[src/rtl/dm_arbiter_pkg.sv]
// Shared types and helpers for the data-memory arbiter and the data memory.
// Store/load encodings, owner state, misalignment predicate.
package dm_arbiter_pkg;

  localparam logic [1:0] ST_NONE = 2'b00;
  localparam logic [1:0] ST_SB   = 2'b01;
  localparam logic [1:0] ST_SH   = 2'b10;
  localparam logic [1:0] ST_SW   = 2'b11;

  localparam logic [2:0] LD_NONE = 3'b000;
  localparam logic [2:0] LD_LB   = 3'b001;
  localparam logic [2:0] LD_LBU  = 3'b010;
  localparam logic [2:0] LD_LH   = 3'b011;
  localparam logic [2:0] LD_LHU  = 3'b100;
  localparam logic [2:0] LD_LW   = 3'b101;

  typedef enum logic [1:0] {
    IDLE    = 2'd0,
    CPU_OWN = 2'd1,
    DMA_OWN = 2'd2
  } arb_state_e;

  // A store wins over a load, so only the store's alignment matters then.
  function automatic logic misaligned(
    input logic [1:0] wr,
    input logic [2:0] rd,
    input logic [1:0] a
  );
    logic m;
    m = 1'b0;
    if (wr == ST_SH) begin
      m = a[0];
    end else if (wr == ST_SW) begin
      m = |a;
    end else if (wr == ST_NONE) begin
      if (rd == LD_LH || rd == LD_LHU) begin
        m = a[0];
      end else if (rd == LD_LW) begin
        m = |a;
      end
    end
    return m;
  endfunction

endpackage

[src/rtl/dm_arb_req_decode.sv]
// Per-requester decode: effective request, misalignment, sanitized codes.
// Misaligned accesses keep their grant but carry no memory operation.
module dm_arb_req_decode
  import dm_arbiter_pkg::*;
(
  input  logic       req,
  input  logic [1:0] addr_lo,
  input  logic [1:0] mem_write,
  input  logic [2:0] mem_read,
  output logic       eff,
  output logic       mis,
  output logic [1:0] wr_code,
  output logic [2:0] rd_code
);

  always_comb begin
    eff = req && (mem_write != ST_NONE || mem_read != LD_NONE);
    mis = misaligned(mem_write, mem_read, addr_lo);
    wr_code = mis ? ST_NONE : mem_write;
    rd_code = (mis || mem_write != ST_NONE) ? LD_NONE : mem_read;
  end

endmodule

[src/rtl/dm_arbiter.sv]
// CPU/DMA arbiter and sequencer in front of the single-port data memory.
// Optional perf counters are built when DM_ARB_PERF_EN is defined.
module dm_arbiter
  import dm_arbiter_pkg::*;
#(
  parameter int STARVE_MAX = 8,
  parameter int BURST_MAX  = 16,
  parameter int CNT_W      = 5
) (
  input  logic        Clock,
  input  logic        Reset,
  input  logic        CpuReq,
  input  logic [31:0] CpuAddr,
  input  logic [31:0] CpuWData,
  input  logic [1:0]  CpuMemWrite,
  input  logic [2:0]  CpuMemRead,
  output logic        CpuStall,
  output logic [31:0] CpuRData,
  output logic        CpuRValid,
  input  logic        DmaReq,
  input  logic [31:0] DmaAddr,
  input  logic [31:0] DmaWData,
  input  logic [1:0]  DmaMemWrite,
  input  logic [2:0]  DmaMemRead,
  input  logic        DmaLast,
  output logic        DmaGnt,
  output logic [31:0] DmaRData,
  output logic        DmaRValid,
  output logic [31:0] MemAddr,
  output logic [31:0] MemWData,
  output logic [1:0]  MemWriteOut,
  output logic [2:0]  MemReadOut,
  input  logic [31:0] MemRData,
  output logic        MisalignErr,
  output logic [31:0] PerfCpuStall,
  output logic [31:0] PerfDmaBeats
);

  localparam logic [CNT_W-1:0] STARVE_LIM = CNT_W'(STARVE_MAX);
  localparam logic [CNT_W-1:0] BURST_LIM  = CNT_W'(BURST_MAX);
  localparam logic [CNT_W-1:0] CNT_ONE    = CNT_W'(1);

  logic       cpu_eff, cpu_mis, dma_eff, dma_mis;
  logic [1:0] cpu_wr, dma_wr;
  logic [2:0] cpu_rd, dma_rd;
  logic       cpu_gnt, dma_gnt, burst_lock;

  arb_state_e       state_q, state_d;
  logic [CNT_W-1:0] starve_q, starve_d;
  logic [CNT_W-1:0] burst_q, burst_d;
  logic             last_q, last_d;
  logic             cpu_rvalid_q, cpu_rvalid_d;
  logic             dma_rvalid_q, dma_rvalid_d;
  logic [31:0]      cpu_rdata_q, cpu_rdata_d;
  logic [31:0]      dma_rdata_q, dma_rdata_d;
  logic             mis_q, mis_d;

  dm_arb_req_decode u_cpu_dec (
    .req       (CpuReq),
    .addr_lo   (CpuAddr[1:0]),
    .mem_write (CpuMemWrite),
    .mem_read  (CpuMemRead),
    .eff       (cpu_eff),
    .mis       (cpu_mis),
    .wr_code   (cpu_wr),
    .rd_code   (cpu_rd)
  );

  dm_arb_req_decode u_dma_dec (
    .req       (DmaReq),
    .addr_lo   (DmaAddr[1:0]),
    .mem_write (DmaMemWrite),
    .mem_read  (DmaMemRead),
    .eff       (dma_eff),
    .mis       (dma_mis),
    .wr_code   (dma_wr),
    .rd_code   (dma_rd)
  );

  always_comb begin
    burst_lock = state_q == DMA_OWN && dma_eff &&
                 burst_q < BURST_LIM && !last_q;
    cpu_gnt = 1'b0;
    dma_gnt = 1'b0;
    if (Reset) begin
      if (burst_lock) begin
        dma_gnt = 1'b1;
      end else if (dma_eff && starve_q == STARVE_LIM) begin
        dma_gnt = 1'b1;
      end else if (cpu_eff) begin
        cpu_gnt = 1'b1;
      end else if (dma_eff) begin
        dma_gnt = 1'b1;
      end
    end
  end

  always_comb begin
    MemAddr     = '0;
    MemWData    = '0;
    MemWriteOut = ST_NONE;
    MemReadOut  = LD_NONE;
    if (cpu_gnt) begin
      MemAddr     = CpuAddr;
      MemWData    = CpuWData;
      MemWriteOut = cpu_wr;
      MemReadOut  = cpu_rd;
    end else if (dma_gnt) begin
      MemAddr     = DmaAddr;
      MemWData    = DmaWData;
      MemWriteOut = dma_wr;
      MemReadOut  = dma_rd;
    end
  end

  always_comb begin
    state_d = cpu_gnt ? CPU_OWN : (dma_gnt ? DMA_OWN : IDLE);
    last_d  = dma_gnt ? DmaLast : last_q;

    starve_d = starve_q;
    if (dma_gnt) begin
      starve_d = '0;
    end else if (dma_eff && starve_q != STARVE_LIM) begin
      starve_d = starve_q + CNT_ONE;
    end

    burst_d = '0;
    if (dma_gnt) begin
      burst_d = (burst_q == BURST_LIM) ? burst_q : burst_q + CNT_ONE;
    end

    cpu_rvalid_d = cpu_gnt && cpu_rd != LD_NONE;
    dma_rvalid_d = dma_gnt && dma_rd != LD_NONE;
    cpu_rdata_d  = cpu_rvalid_d ? MemRData : cpu_rdata_q;
    dma_rdata_d  = dma_rvalid_d ? MemRData : dma_rdata_q;
    mis_d = (cpu_gnt && cpu_mis) || (dma_gnt && dma_mis);
  end

  always_ff @(posedge Clock) begin
    if (!Reset) begin
      state_q      <= IDLE;
      starve_q     <= '0;
      burst_q      <= '0;
      last_q       <= 1'b0;
      cpu_rvalid_q <= 1'b0;
      dma_rvalid_q <= 1'b0;
      cpu_rdata_q  <= '0;
      dma_rdata_q  <= '0;
      mis_q        <= 1'b0;
    end else begin
      state_q      <= state_d;
      starve_q     <= starve_d;
      burst_q      <= burst_d;
      last_q       <= last_d;
      cpu_rvalid_q <= cpu_rvalid_d;
      dma_rvalid_q <= dma_rvalid_d;
      cpu_rdata_q  <= cpu_rdata_d;
      dma_rdata_q  <= dma_rdata_d;
      mis_q        <= mis_d;
    end
  end

  assign CpuStall    = cpu_eff && !cpu_gnt;
  assign DmaGnt      = dma_gnt;
  assign CpuRValid   = cpu_rvalid_q;
  assign CpuRData    = cpu_rdata_q;
  assign DmaRValid   = dma_rvalid_q;
  assign DmaRData    = dma_rdata_q;
  assign MisalignErr = mis_q;

`ifdef DM_ARB_PERF_EN
  logic [31:0] perf_stall_q, perf_stall_d;
  logic [31:0] perf_beats_q, perf_beats_d;

  always_comb begin
    perf_stall_d = perf_stall_q + {31'b0, CpuStall};
    perf_beats_d = perf_beats_q + {31'b0, dma_gnt};
  end

  always_ff @(posedge Clock) begin
    if (!Reset) begin
      perf_stall_q <= '0;
      perf_beats_q <= '0;
    end else begin
      perf_stall_q <= perf_stall_d;
      perf_beats_q <= perf_beats_d;
    end
  end

  assign PerfCpuStall = perf_stall_q;
  assign PerfDmaBeats = perf_beats_q;
`else
  assign PerfCpuStall = '0;
  assign PerfDmaBeats = '0;
`endif

endmodule

[config.mk]
export PLATFORM = sky130hd
export DESIGN_NAME = dm_arbiter
export DESIGN_NICKNAME = d
export VERILOG_FILES = /design/src/rtl/dm_arbiter_pkg.sv /design/src/rtl/dm_arb_req_decode.sv /design/src/rtl/dm_arbiter.sv
export SDC_FILE = /design/constraint.sdc
export NUM_CORES = 1
export LEC_CHECK = 0
export CORE_AREA = 5 5 142 144
export CTS_BUF_LIST = sky130_fd_sc_hd__clkbuf_4
export CTS_CLUSTER_SIZE = 14
export DETAILED_ROUTE_END_ITERATION = 12
export DIE_AREA = 0 0 147 149
export REMOVE_ABC_BUFFERS = 1
export SLEW_MARGIN = 20
export SYNTH_ARGS = -nofsm -noshare
export SYNTH_HDL_FRONTEND = slang
export SYNTH_HIERARCHICAL = 1
export SYNTH_SLANG_ARGS = --single-unit
[constraint.sdc]
create_clock -name Clock -period 2.03 [get_ports Clock]
set_clock_uncertainty 0.05 [all_clocks]
set_input_delay 0.203 -clock Clock [delete_from_list [all_inputs] [get_ports Clock]]
set_output_delay 0.203 -clock Clock [all_outputs]
set_load 0.02 [all_outputs]
==> out/summary.txt <==
Status -> finished with violations
Failing checks -> setup timing
Unrepaired setup endpoints after global routing -> yes
Fin. Hold Viols -> 0
Rel. slew slack -> 55.2%
Setup crit end -> MemWriteOut[0]
Worst flop-to-flop path startpoint -> state_q[0]
CTS tree -> built
Storage cell area -> 1600 um^2
Pre-antenna DRT Iters -> 4
Finished Core Util -> 46.9%
Boundary Pins -> 377
Fmax -> 0.398 GHz
Minimum clock period -> 2.51 ns
# DRC -> 0
Via Count -> 4794
Pins Over Slew Limit -> 0
Final WL -> 21300 um
Share of layout cells above drive strength 1 -> 24.1%
Initial core utilization -> 23.4%
Post-synth EDFFs -> 0
Power per Cell Area -> 479 nW/um^2
CTS Buffer Depth -> 2
Crit path max fanout -> 7
Post-synthesis mux area share -> 7.60%
Async SR Flop Fraction -> 0%
Area grow syn2layout -> 100%
DP Wirelength -> 16000 um
Flop-to-flop setup slack -> -0.22 ns
Syn Inst Count -> 472
Worst-margin pin slew -> 0.663 ns
Initial antenna violation count -> 1
Die H -> 149 um
Gr ovfl total -> 0
RD Place Congestion -> 0.887
CP Capture Type -> output pin
Top post-synthesis cells by count -> 102 x a22o_1, 80 x dfxtp_1, 65 x buf_4, 43 x inv_1, 43 x nand2_1
Worst R2R End -> DmaRData[7]
Layout Nets -> 1041
Rows -> 50
Ys Warns -> 6
Ys flop type -> dfxtp_1
Peak VDD IR -> 303 uV
Final worst slack -> -0.480 ns
Synth Area in Adders -> 1.15%
WP data required -> 1.78 ns
Reg2Reg Depth -> 11
Die ar. -> 21900 um^2
Clock-pin slew on the worst setup and hold paths -> 0.13 ns
Syn avg cell area -> 9.21 um^2
Cts hold-fix bufs -> 0
Multi-input logic area -> 2330 um^2
First-pass GRT wire length -> 29800 um
Post-Synth Simple-Gate Area -> 9.59%
Setup crit start -> state_q[0]
Pin count of the biggest net entering global routing -> 48
Largest cells by area after synthesis -> dfxtp_1 37%, a22o_1 21%, buf_4 11%
Count leader, synth -> a22o_1
CTS H-tree depth -> 3
Worst setup SP type -> flop
# fillers -> 1768
Fin cells -> 1101
Max_cap viols -> 0
Number of global-route vias before repair -> 4679
Hold WC Path Type -> primary input to flop
Post-synth top area share -> 36.9%
Largest family of logic cells by synthesized area -> compound AO/OA/AOI/OAI gates
Initial DRC count -> 168
Crit path kind -> flop to output pin
Cells after DPL -> 1059
Fin area -> 8710 um^2
Library cells used by synthesis -> 41
Placed cell area -> 8010 um^2
Vias per inst -> 4.35
Yosys top cell by area -> dfxtp_1
Synth Area in Compound Gates -> 24.7%
Mapped Area -> 4350 um^2
Leak -> 3.79 nW
Sequential share of the synthesized area -> 36.9%
Latest clock arrival within the worst-skew pair -> 0.42 ns
WL per Instance -> 19.4 um
Inserted Clock Buffers -> 9
Port bufs -> 312
Die width -> 147 um
Synth Area in XOR/XNOR -> 1.81%
Root Driver -> clkbuf_4
CTS Sinks -> 80
CP Data Arrival Time -> 2.26 ns
Setup-failing EPs final -> 104
Core Area -> 18600 um^2
Overall routing resource usage -> 17.8%
Antenna Nets Post-Route -> 0
Fin crit share -> 124%
#FFs+latches synth -> 80
-- worst min path at each step --
stage,endpoint,cells after the start,from
5_1_grt,CpuRData[29],3,MemRData[29]
6_report,CpuRData[18],3,MemRData[18]
3_3_place_gp,CpuRData[4],2,CpuRData[4]
2_1_floorplan,DmaRData[0],1,MemRData[0]
4_1_cts,CpuRData[27],3,MemRData[27]
3_5_place_dp,CpuRData[8],2,CpuRData[8]
-- metrics by stage --
| stage | worst slack, ns | hold slack (ns) | TNS (ns) | power [mW] |
|---|---|---|---|---|
| final | -0.480 | 0.280 | -35.81 | 4.17 |
| after global routing | -0.587 | 0.242 | -45.64 | 4.39 |
| after CTS | -0.547 | 0.242 | -37.54 | 4.13 |
| after detailed placement | -0.874 | 0.397 | -90.37 | 3.23 |
| after global placement | -0.880 | 0.390 | -88.13 | 3.23 |
| after floorplan | -1.90 | 0.279 | -217.17 | 2.30 |
-- per-layer routing --
layer	part of all wire [%]	routed length [um]	global-route usage, %	vias up
met5	0	0	0	-
met4	0.84	179	4.05	0
met3	9.5	2020	6.41	14
met2	50	10500	30.6	198
met1	40	8560	21.3	2257
li1	-	-	-	2325
-- registers in the layout (all words and copies together) (netlist names) --
signal	flops
MisalignErr	1
burst_q	5
DmaRValid	1
CpuRValid	1
state_q	2
CpuRData	32
starve_q	5
DmaRData	32
last_q	1
-- layout make-up --
cell class / instances / area share (%)
Timing Repair Buffer: 409 / 48.2
Multi-Input combinational cell: 318 / 26.8
Sequential cell: 80 / 18.4
Tap cell: 234 / 3.36
Inverter: 44 / 1.98
Clock buffer: 11 / 0.948
Clock inverter: 4 / 0.259
Antenna cell: 1 / 0.0287
-- logic make-up after synthesis --
family                   after synthesis
AO/OA/AOI/OAI                        125
adder cells (fa/ha/maj)                4
XOR/XNOR                               9
other                                  1
AND/OR/NAND/NOR                       83
multiplexers                          33
flip-flops                            80
buffers and inverters                137
-- placed cells by master (no fill, tap or decap), drive strengths merged, types with 5 or more instances in the layout --
master / synthesis / routed
a21oi: 5 / 5
a22o: 102 / 102
buf: 75 / 164
clkbuf: 18 / 15
clkdlybuf4s50: 0 / 241
conb: 1 / 64
dfxtp: 80 / 80
inv: 44 / 44
mux2i: 33 / 33
nand2: 44 / 44
nand3: 5 / 5
nor2: 12 / 12
nor3: 6 / 6
xor2: 6 / 6
-- what timing repair did --
action | CTS | global route
setup endpoints to repair | 105 | 132
pin swaps | 7 | 19
buffers inserted | 8 | 11
resized for setup | 313 | 66
gates cloned | 4 | 4
-- critical path, stage by stage (launching register included) --
cell and delay (ns):
dfxtp_2 0.33, or4b_4 0.58, a21oi_4 0.18, nor2_4 0.09
buf_12 0.15, buf_6 0.11, a22o_4 0.26, buf_6 0.13
-- power breakdown --
| part | total (mW) | leakage (nW) | internal (mW) | switching [mW] |
|---|---|---|---|---|
| Sequential | 1.68 | 0.651 | 1.64 | 0.0360 |
| Combinational | 1.68 | 3.09 | 0.892 | 0.784 |
| Clock | 0.817 | 0.0540 | 0.266 | 0.551 |
Note: power is estimated with default switching activity, not from simulation.
